<file path="config.mk">
export PLATFORM = sky130hd
export DESIGN_NAME = fp_mul_operand_feeder
export DESIGN_NICKNAME = d
export VERILOG_FILES = /design/src/rtl/fp_mul_operand_feeder.sv
export SDC_FILE = /design/constraint.sdc
export NUM_CORES = 1
export LEC_CHECK = 0
export ABC_CLOCK_PERIOD_IN_PS = 3100
export CAP_MARGIN = 20
export CELL_PAD_IN_SITES_DETAIL_PLACEMENT = 0
export CELL_PAD_IN_SITES_GLOBAL_PLACEMENT = 2
export CORE_MARGIN = 5
export CORE_UTILIZATION = 40
export DETAILED_ROUTE_END_ITERATION = 8
export PLACE_DENSITY = 0.84
export SETUP_SLACK_MARGIN = 0.2
export SLEW_MARGIN = 20
export SYNTH_ARGS = -nofsm -noshare
export SYNTH_HDL_FRONTEND = slang
export SYNTH_SLANG_ARGS = --single-unit
</file>
<file path="constraint.sdc">
create_clock -name i_clk -period 3.1 [get_ports i_clk]
set_input_delay 0.62 -clock i_clk [delete_from_list [all_inputs] [get_ports i_clk]]
set_output_delay 0.62 -clock i_clk [all_outputs]
set_load 0.02 [all_outputs]
</file>
<file path="src/rtl/fp_mul_operand_feeder.sv">
// fp_mul_operand_feeder
//   Elastic operand FIFO in front of a combinational FP32 multiplier. The
//   returned product is captured into a valid/ready output register.
//   Optional build macro: FP_SPECIAL_CASE_EN. When defined, operands are
//   classified and special results (NaN/Inf/zero) override the multiplier.
//
//   Output FSM:
//   state   | meaning
//   S_EMPTY | result register empty, o_out_valid = 0
//   S_FULL  | result register holds a product, o_out_valid = 1
module fp_mul_operand_feeder #(
  parameter int DEPTH = 4
) (
  input  logic                   i_clk,
  input  logic                   i_rst,
  input  logic                   i_in_valid,
  output logic                   o_in_ready,
  input  logic [31:0]            i_in_a,
  input  logic [31:0]            i_in_b,
  output logic [31:0]            o_mul_a,
  output logic [31:0]            o_mul_b,
  input  logic [31:0]            i_mul_p,
  output logic                   o_out_valid,
  input  logic                   i_out_ready,
  output logic [31:0]            o_out_p,
  output logic [3:0]             o_out_flags,
  output logic [$clog2(DEPTH):0] o_fifo_count
);

  localparam int AW = $clog2(DEPTH);
  localparam logic [AW:0] CNT_FULL = DEPTH[AW:0];

  typedef enum logic {S_EMPTY = 1'b0, S_FULL = 1'b1} state_t;

  logic [63:0]   r_mem [DEPTH];
  logic [AW-1:0] r_wr_ptr;
  logic [AW-1:0] r_rd_ptr;
  logic [AW:0]   r_count;
  state_t        r_state;
  state_t        w_next;
  logic [31:0]   r_out_p;
  logic [3:0]    r_out_flags;

  logic          w_push;
  logic          w_pop;
  logic          w_nonempty;
  logic [63:0]   w_head;
  logic [31:0]   w_load_p;
  logic [3:0]    w_flags;

  assign w_nonempty   = (r_count != '0);
  assign o_in_ready   = (r_count != CNT_FULL);
  assign w_push       = i_in_valid && o_in_ready;
  assign w_pop        = w_nonempty && (!o_out_valid || i_out_ready);
  assign w_head       = r_mem[r_rd_ptr];
  assign o_mul_a      = w_nonempty ? w_head[63:32] : 32'h0;
  assign o_mul_b      = w_nonempty ? w_head[31:0]  : 32'h0;
  assign o_fifo_count = r_count;
  assign o_out_p      = r_out_p;
  assign o_out_flags  = r_out_flags;

`ifdef FP_SPECIAL_CASE_EN
  // {nan, inf, zero, denorm} of a single operand
  function automatic logic [3:0] classify(input logic [31:0] x);
    logic e_zero, e_max, m_zero;
    e_zero = (x[30:23] == 8'h00);
    e_max  = (x[30:23] == 8'hFF);
    m_zero = (x[22:0] == 23'h0);
    return {e_max && !m_zero, e_max && m_zero, e_zero && m_zero, e_zero && !m_zero};
  endfunction

  logic [3:0] w_cls_a;
  logic [3:0] w_cls_b;
  logic       w_sign;

  assign w_cls_a = classify(w_head[63:32]);
  assign w_cls_b = classify(w_head[31:0]);
  assign w_sign  = w_head[63] ^ w_head[31];

  // Combine operand classes; inf times zero/denorm is invalid, so it reports nan
  always_comb begin
    w_flags    = w_cls_a | w_cls_b;
    w_flags[3] = w_flags[3]
               | (w_cls_a[2] & (w_cls_b[1] | w_cls_b[0]))
               | (w_cls_b[2] & (w_cls_a[1] | w_cls_a[0]));
  end

  // Special-result override, denormals flushed to signed zero
  always_comb begin
    w_load_p = i_mul_p;
    if (w_flags[3])
      w_load_p = 32'h7FC0_0000;
    else if (w_flags[2])
      w_load_p = {w_sign, 8'hFF, 23'h0};
    else if (w_flags[1] || w_flags[0])
      w_load_p = {w_sign, 31'h0};
  end
`else
  assign w_flags  = 4'h0;
  assign w_load_p = i_mul_p;
`endif

  // Operand storage; occupancy gates validity, so no reset is needed here
  always_ff @(posedge i_clk) begin
    if (w_push) r_mem[r_wr_ptr] <= {i_in_a, i_in_b};
  end

  // FIFO pointers and occupancy
  always_ff @(posedge i_clk or posedge i_rst) begin
    if (i_rst) begin
      r_wr_ptr <= '0;
      r_rd_ptr <= '0;
      r_count  <= '0;
    end else begin
      if (w_push) r_wr_ptr <= r_wr_ptr + 1'b1;
      if (w_pop)  r_rd_ptr <= r_rd_ptr + 1'b1;
      if (w_push && !w_pop)      r_count <= r_count + 1'b1;
      else if (!w_push && w_pop) r_count <= r_count - 1'b1;
    end
  end

  // Output FSM state register
  always_ff @(posedge i_clk or posedge i_rst) begin
    if (i_rst) r_state <= S_EMPTY;
    else       r_state <= w_next;
  end

  // Output FSM next state: a pop always (re)fills the register
  always_comb begin
    w_next = r_state;
    case (r_state)
      S_EMPTY: if (w_pop) w_next = S_FULL;
      S_FULL:  if (i_out_ready && !w_pop) w_next = S_EMPTY;
      default: w_next = S_EMPTY;
    endcase
  end

  // Output FSM outputs
  always_comb begin
    o_out_valid = (r_state == S_FULL);
  end

  // Result register loads on every pop and otherwise holds
  always_ff @(posedge i_clk or posedge i_rst) begin
    if (i_rst) begin
      r_out_p     <= 32'h0;
      r_out_flags <= 4'h0;
    end else if (w_pop) begin
      r_out_p     <= w_load_p;
      r_out_flags <= w_flags;
    end
  end

endmodule

</file>
==> results of run 1 <==
[area by class of cell]
class	instances	share of cell area
clock buffer	43	0.0556
clock inverter	11	0.00382
inverter	5	0.00127
multi-input combinational	191	0.168
sequential	296	0.590
tap	378	0.0321
timing repair buffer	229	0.150
[worst min path at each step]
stage	from	endpoint	slack, ns	depth (start not counted)
after global placement	o_out_p[23]	o_out_p[23]	0.47	1
after detailed placement	o_out_p[16]	o_out_p[16]	0.48	1
after global routing	o_out_p[18]	o_out_p[18]	0.50	1
after floorplan	r_wr_ptr[1]	r_wr_ptr[1]	0.53	1
final	o_out_p[17]	o_out_p[17]	0.49	1
after CTS	o_out_p[18]	o_out_p[18]	0.49	1
[cell usage after synthesis (all sizes together)]
master and instances:
xnor2 3, xor2 3, a21boi 1, fa 1, dfrtp 40, nor3 1
clkbuf 8, edfxtp 256, ha 5, nand3b 1, and2 4, mux4 64
nand2 2, inv 5, nor2b 65, buf 21, conb 1, mux2 34
nand2b 1, nor2 2
[where the power goes]
part           leakage, µW  switching [µW]  internal (µW)
combinational      0.00189            3170           2870
sequential         0.00281             346           5320
clock             0.000428            1390           1830
total              0.00512            4900          10000
[registers in the layout (all words and copies together), names as in the netlist]
| register | flops |
|---|---|
| r_mem | 256 |
| o_out_p | 32 |
| o_fifo_count | 3 |
| r_rd_ptr | 2 |
| r_wr_ptr | 2 |
| o_out_valid | 1 |
[worst register-to-register path: stages (launching register included)]
cell     delay [ns]
dfrtp_1        0.47
nor3_4         0.23
buf_4          0.43
nor2b_2        0.10
inv_1          0.07
ha_1           0.18
inv_1          0.07
fa_1           0.38
xor2_1         0.15
nor2_1         0.11
xor2_1         0.15
[per-stage QoR]
stage	area (µm²)	worst slack, ns	hold WS, ns	utilization	total power (µW)
finish	14800	0.274	0.487	0.528	14900
global route	14800	0.193	0.503	0.528	15700
CTS	14900	0.138	0.493	0.532	15300
detailed placement	13900	0.441	0.476	0.497	12000
global placement	13900	0.445	0.470	0.497	11900
floorplan	11400	0.210	0.534	-	9300
[routing by layer]
| layer | track usage | routed length [µm] | up-vias |
|---|---|---|---|
| li1 | - | - | 2519 |
| met4 | 0.0371 | 495 | 2 |
| met5 | 0 | 13 | - |
| met1 | 0.197 | 9720 | 2932 |
| met3 | 0.0418 | 1720 | 46 |
| met2 | 0.249 | 11900 | 178 |
[kinds of logic (layout without fill, tap and decap cells)]
family / Yosys count / count (layout)
flops: 296 / 296
mux: 98 / 98
simple gates: 76 / 76
buf+inv: 34 / 288
fa+ha+maj: 6 / 6
xor+xnor: 6 / 6
other cells: 1 / 4
compound gates: 1 / 1
[timing repair]
action	4_1_cts	5_1_grt
gates resized for setup	233	29
setup endpoints to repair	64	31
hold buffers	0	0
cloned	4	0
setup buffers	7	1
==> out/metrics.cfg, run 1 <==
[status]
outcome = finished, final reports clean

[worst_setup_path]
reg2reg_slack_ns = 0.69
critPathTopFamily = buffers and inverters
crit_type = reg -> out
worstSetupPathDepth = 6
cp-end-kind = output pin
crit_end = o_mul_a[24]
arrival_ns = 2.21
crit_path_max_incr_delay_ns = 0.51
reg2regPathDepth = 10
start_kind = flop
r2r_end = o_fifo_count[2]
path_max_fanout = 9
slowest_stage = dfrtp_4
timing.rr.start = o_fifo_count[1]
crit_chain = buf_4 > buf_12 > buf_16 > mux4_2 > nor2b_1 > buf_2
crit_buf_inv = 4
startpoint = r_rd_ptr[0]
required_ns = 2.48

[synthesis]
synth_xor_area_frac = 0.00463
synth-compound-area-share = 0.000992
synth_fa_ha_area_frac = 0.00727
seq_area_frac_synth = 0.765
synth-seq-cells = 296
synth_top_family_by_area = multiplexers
synth_top_area_frac = 0.677
synth_cell_type_count = 24
netlist_area_um2 = 11400
yosys_warnings = 0
synth.area.top_cells = edfxtp_1, mux4_2, dfrtp_1, nor2b_1, mux2_2
syn_avg_cell_area_um2 = 21.9
muxShareOfSynthArea = 0.161
syn_inst = 518
synth_top_area_cell = edfxtp_1
synth_simple_gate_area_share = 0.0414

[grt]
grt_pass1_wl_um = 36800
grt_max_degree = 41
grt_pass1_vias = 6367
antenna_found_initial = 1
track_usage = 0.150
grt_overflow = 0

[timing]
slew-limit-headroom = 0.667
min_period_ns = 2.83
fin_crit_sh = 0.911
clock-skew-final_ns = 0.00650
final_max_slew_viol_count = 0
hold_viol = 0
rsz0062_at_grt = yes
finalSetupViolations = 0
worst_pin_slew_ns = 0.500
tns_ns = 0
fmax_mhz = 354

[drt]
drt.antenna.violating_nets = 0
vias_per_cell = 4.92
drt-wirelength-per-cell_um = 20.7
drc_errors = 0
routed_wl_um = 23900
vias = 5677
drt-pass1-iter-count = 4
drtIter0Drc = 280

[cells_and_area]
antennaDiodeCount = 0
multi_input_comb_area_um2 = 2480
n_fill_cell = 2303
areaGrowthSynthToFinish_pct = 29.9
finalNetCount = 860
final_common_cell = edfxtp_1
mostFrequentLayoutCells = edfxtp_1, clkdlybuf4s50_1, mux4_2, nor2b_1, buf_2
finalNonFillerCells = 1153
drive_gt1_frac = 0.292
regArea_um2 = 8700

[floorplan]
die_y_um = 178
dieArea_um2 = 31900
rows = 61
start_util = 0.406
io_pins = 205
coreArea_um2 = 27900
die_w_um = 178

[clock_tree]
clock-sinks = 296
cts-root-buf = clkbuf_16
h-tree-depth = 1
cts-buffers-inserted = 31
clockBufferDepth = 3
cts_tree = done
worstSkewPairLatency_ns = 0.54
path_clk_slew_ns = 0.06

[placed_design]
gp_congestion = 0.720
hpwl_um = 14600
placed_cells = 1087
io_buffers = 200

[power]
p_per_area_nw_per_um2 = 1010
peakVddDrop_v = 0.000584
p_leak_uw = 0.00512

[min_path]
holdCritPathClass = reg -> reg

[run]
maxCapViolCount = 0

Power figures use the tool's default switching activity.
==> inputs of run 2 (changes only) <==
--- a/config.mk
+++ b/config.mk
@@ -6,10 +6,8 @@
 export NUM_CORES = 1
 export LEC_CHECK = 0
 export ABC_CLOCK_PERIOD_IN_PS = 3100
-export CAP_MARGIN = 20
 export CELL_PAD_IN_SITES_DETAIL_PLACEMENT = 0
 export CELL_PAD_IN_SITES_GLOBAL_PLACEMENT = 2
-export CORE_MARGIN = 5
 export CORE_UTILIZATION = 40
 export DETAILED_ROUTE_END_ITERATION = 8
 export PLACE_DENSITY = 0.84
==> out/metrics.cfg, run 2 (synthesis gave the netlist of run 1 again) <==
[status]
outcome = finished, final reports clean  ; unchanged

[clock_tree]
hold_buffers = 0  ; unchanged
clock-sinks = 296  ; unchanged
h-tree-depth = 1  ; unchanged
cts-root-buf = clkbuf_16  ; unchanged
cts-buffers-inserted = 30  ; was 31
worstSkewPairLatency_ns = 0.54  ; about the same
cts_tree = done  ; unchanged
path_clk_slew_ns = 0.06  ; about the same
clockBufferDepth = 3  ; unchanged

[worst_setup_path]
crit_chain = buf_4 > buf_12 > mux4_2 > nor2b_1 > dlygate4sd2_1  ; was buf_4 > buf_12 > buf_16 > mux4_2 > nor2b_1 > buf_2
path_max_fanout = 11  ; was 9
arrival_ns = 2.29  ; was 2.21 ns
cp-end-kind = output pin  ; unchanged
critPathTopFamily = buffers and inverters  ; unchanged
crit_path_max_incr_delay_ns = 0.51  ; about the same
start_kind = flop  ; unchanged
slowest_stage = dfrtp_4  ; unchanged
reg2reg_slack_ns = 0.76  ; was 0.69 ns
timing.rr.start = o_fifo_count[1]  ; unchanged
reg2regPathDepth = 10  ; unchanged
required_ns = 2.48  ; about the same
crit_type = reg -> out  ; unchanged
crit_buf_inv = 3  ; was 4
r2r_end = o_fifo_count[2]  ; unchanged

[placed_design]
placed_cells = 1088  ; was 1087
io_buffers = 200  ; unchanged
gp_congestion = 0.721  ; was 0.720
hpwl_um = 13800  ; was 14600 µm

[timing]
worst_pin_slew_ns = 0.529  ; was 0.500 ns
final_max_slew_viol_count = 0  ; unchanged
min_period_ns = 2.91  ; was 2.83 ns
finalSetupViolations = 0  ; unchanged
fmax_mhz = 344  ; was 354 MHz
rsz0062_at_grt = yes  ; unchanged
hold_viol = 0  ; unchanged
slew-limit-headroom = 0.647  ; was 0.667
tns_ns = 0  ; unchanged
clock-skew-final_ns = 0.0136  ; was 0.00650 ns
fin_crit_sh = 0.938  ; was 0.911

[min_path]
hold_end = o_out_p[17]  ; unchanged
holdCritPathClass = reg -> reg  ; unchanged
hp-start = o_out_p[17]  ; unchanged
whs_path_depth = 1  ; unchanged

[grt]
grt_max_degree = 41  ; unchanged
antenna_found_initial = 0  ; was 1
grt_pass1_wl_um = 34700  ; was 36800 µm
grt_overflow = 0  ; unchanged
track_usage = 0.158  ; was 0.150
grt_pass1_vias = 6157  ; was 6367

[cells_and_area]
drive_gt1_frac = 0.281  ; was 0.292
mostFrequentLayoutCells = edfxtp_1, clkdlybuf4s50_1, mux4_2, nor2b_1, dfrtp_1  ; was edfxtp_1, clkdlybuf4s50_1, mux4_2, nor2b_1, buf_2
antennaDiodeCount = 0  ; unchanged
finalNonFillerCells = 1158  ; was 1153
final_common_cell = edfxtp_1  ; unchanged
regMostFlops = r_mem  ; unchanged
areaGrowthSynthToFinish_pct = 31.0  ; was 29.9%
finalNetCount = 862  ; was 860
largest_register_ffs = 256  ; unchanged
final_core_util = 0.534  ; was 0.528

[floorplan]
start_util = 0.408  ; was 0.406
die_w_um = 170  ; was 178 µm
rows = 61  ; unchanged
coreArea_um2 = 27900  ; about the same
die_y_um = 170  ; was 178 µm
io_pins = 205  ; unchanged
dieArea_um2 = 29100  ; was 31900 µm²

[drt]
vias = 5612  ; was 5677
drtIter0Drc = 333  ; was 280
vias_per_cell = 4.85  ; was 4.92
drt-wirelength-per-cell_um = 19.4  ; was 20.7 µm
drc_errors = 0  ; unchanged
drt.antenna.violating_nets = 0  ; unchanged
routed_wl_um = 22500  ; was 23900 µm
drt-pass1-iter-count = 4  ; unchanged

[power]
power_uw = 15100  ; was 14900 µW
p_leak_uw = 0.00520  ; was 0.00512 µW
p_per_area_nw_per_um2 = 1010  ; about the same
peakVddDrop_v = 0.000557  ; was 0.000584 V

[run]
maxCapViolCount = 0  ; unchanged

==> run 2: changes by cell type in the layout (fill, tap and decap cells not counted), moves of 5 or more <==
cell / delta
buf_2: -32
clkbuf_2: +21
dlygate4sd2_1: +12
clkbuf_1: -7
clkdlybuf4s15_1: +7
clkdlybuf4s15_2: -7
buf_16: -5
==> run 2: worst max-delay path by stage <==
stage / depth (start not counted) / startpoint / end
final: 5 / r_rd_ptr[0] / o_mul_a[0]
after global routing: 5 / r_rd_ptr[0] / o_mul_b[28]
after CTS: 5 / r_rd_ptr[0] / o_mul_b[24]
after detailed placement: 4 / r_rd_ptr[0] / o_mul_a[18]
after global placement: 4 / r_rd_ptr[0] / o_mul_b[20]
after floorplan: 3 / o_fifo_count[0] / r_mem[2][0]
==> run 2: report_power, final <==
| part | internal (µW) | switching [µW] |
|---|---|---|
| registers | 5320 | 317 |
| logic | 2860 | 3120 |
| clock network | 2060 | 1430 |
| total | 10200 | 4860 |
==> run 2: cell type report <==
class | instances | area (µm²)
Fill cell | 2172 | 13000
Inverter | 5 | 18.8
Multi-Input combinational cell | 191 | 2480
Tap cell | 378 | 473
Timing Repair Buffer | 232 | 2230
Clock inverter | 17 | 139
Clock buffer | 39 | 836
Sequential cell | 296 | 8700
==> run 2: stage by stage <==
| step | setup WS (ns) | hold slack (ns) | area (µm²) |
|---|---|---|---|
| 2_1_floorplan | 0.210 | 0.534 | 11400 |
| 3_3_place_gp | 0.335 | 0.469 | 13900 |
| 3_5_place_dp | 0.328 | 0.474 | 13900 |
| 4_1_cts | 0.118 | 0.493 | 15000 |
| 5_1_grt | 0.124 | 0.504 | 14900 |
| 6_report | 0.193 | 0.487 | 14900 |
==> run 2: worst register-to-register path: cells and delay by family (launching register included) <==
kind	cells	cell delay [ns]
AND/OR/NAND/NOR	3	0.43
XOR/XNOR	2	0.31
buffers and inverters	3	0.53
flip-flops	1	0.46
adder cells (fa/ha/maj)	2	0.55
==> run 2: what timing repair did <==
action | in CTS | in global routing
gates resized for setup | 120 | 66
setup endpoints to repair | 64 | 45
gates cloned | 1 | 0
buffers inserted | 12 | 1
==> run 2: per-layer routing <==
metal | vias to the layer above | part of all wire | track usage
li1 | 2520 | - | -
met1 | 2880 | 0.40 | 0.197
met2 | 179 | 0.52 | 0.278
met3 | 33 | 0.068 | 0.0370
met4 | 0 | 0.016 | 0.0364
met5 | - | 0 | 0
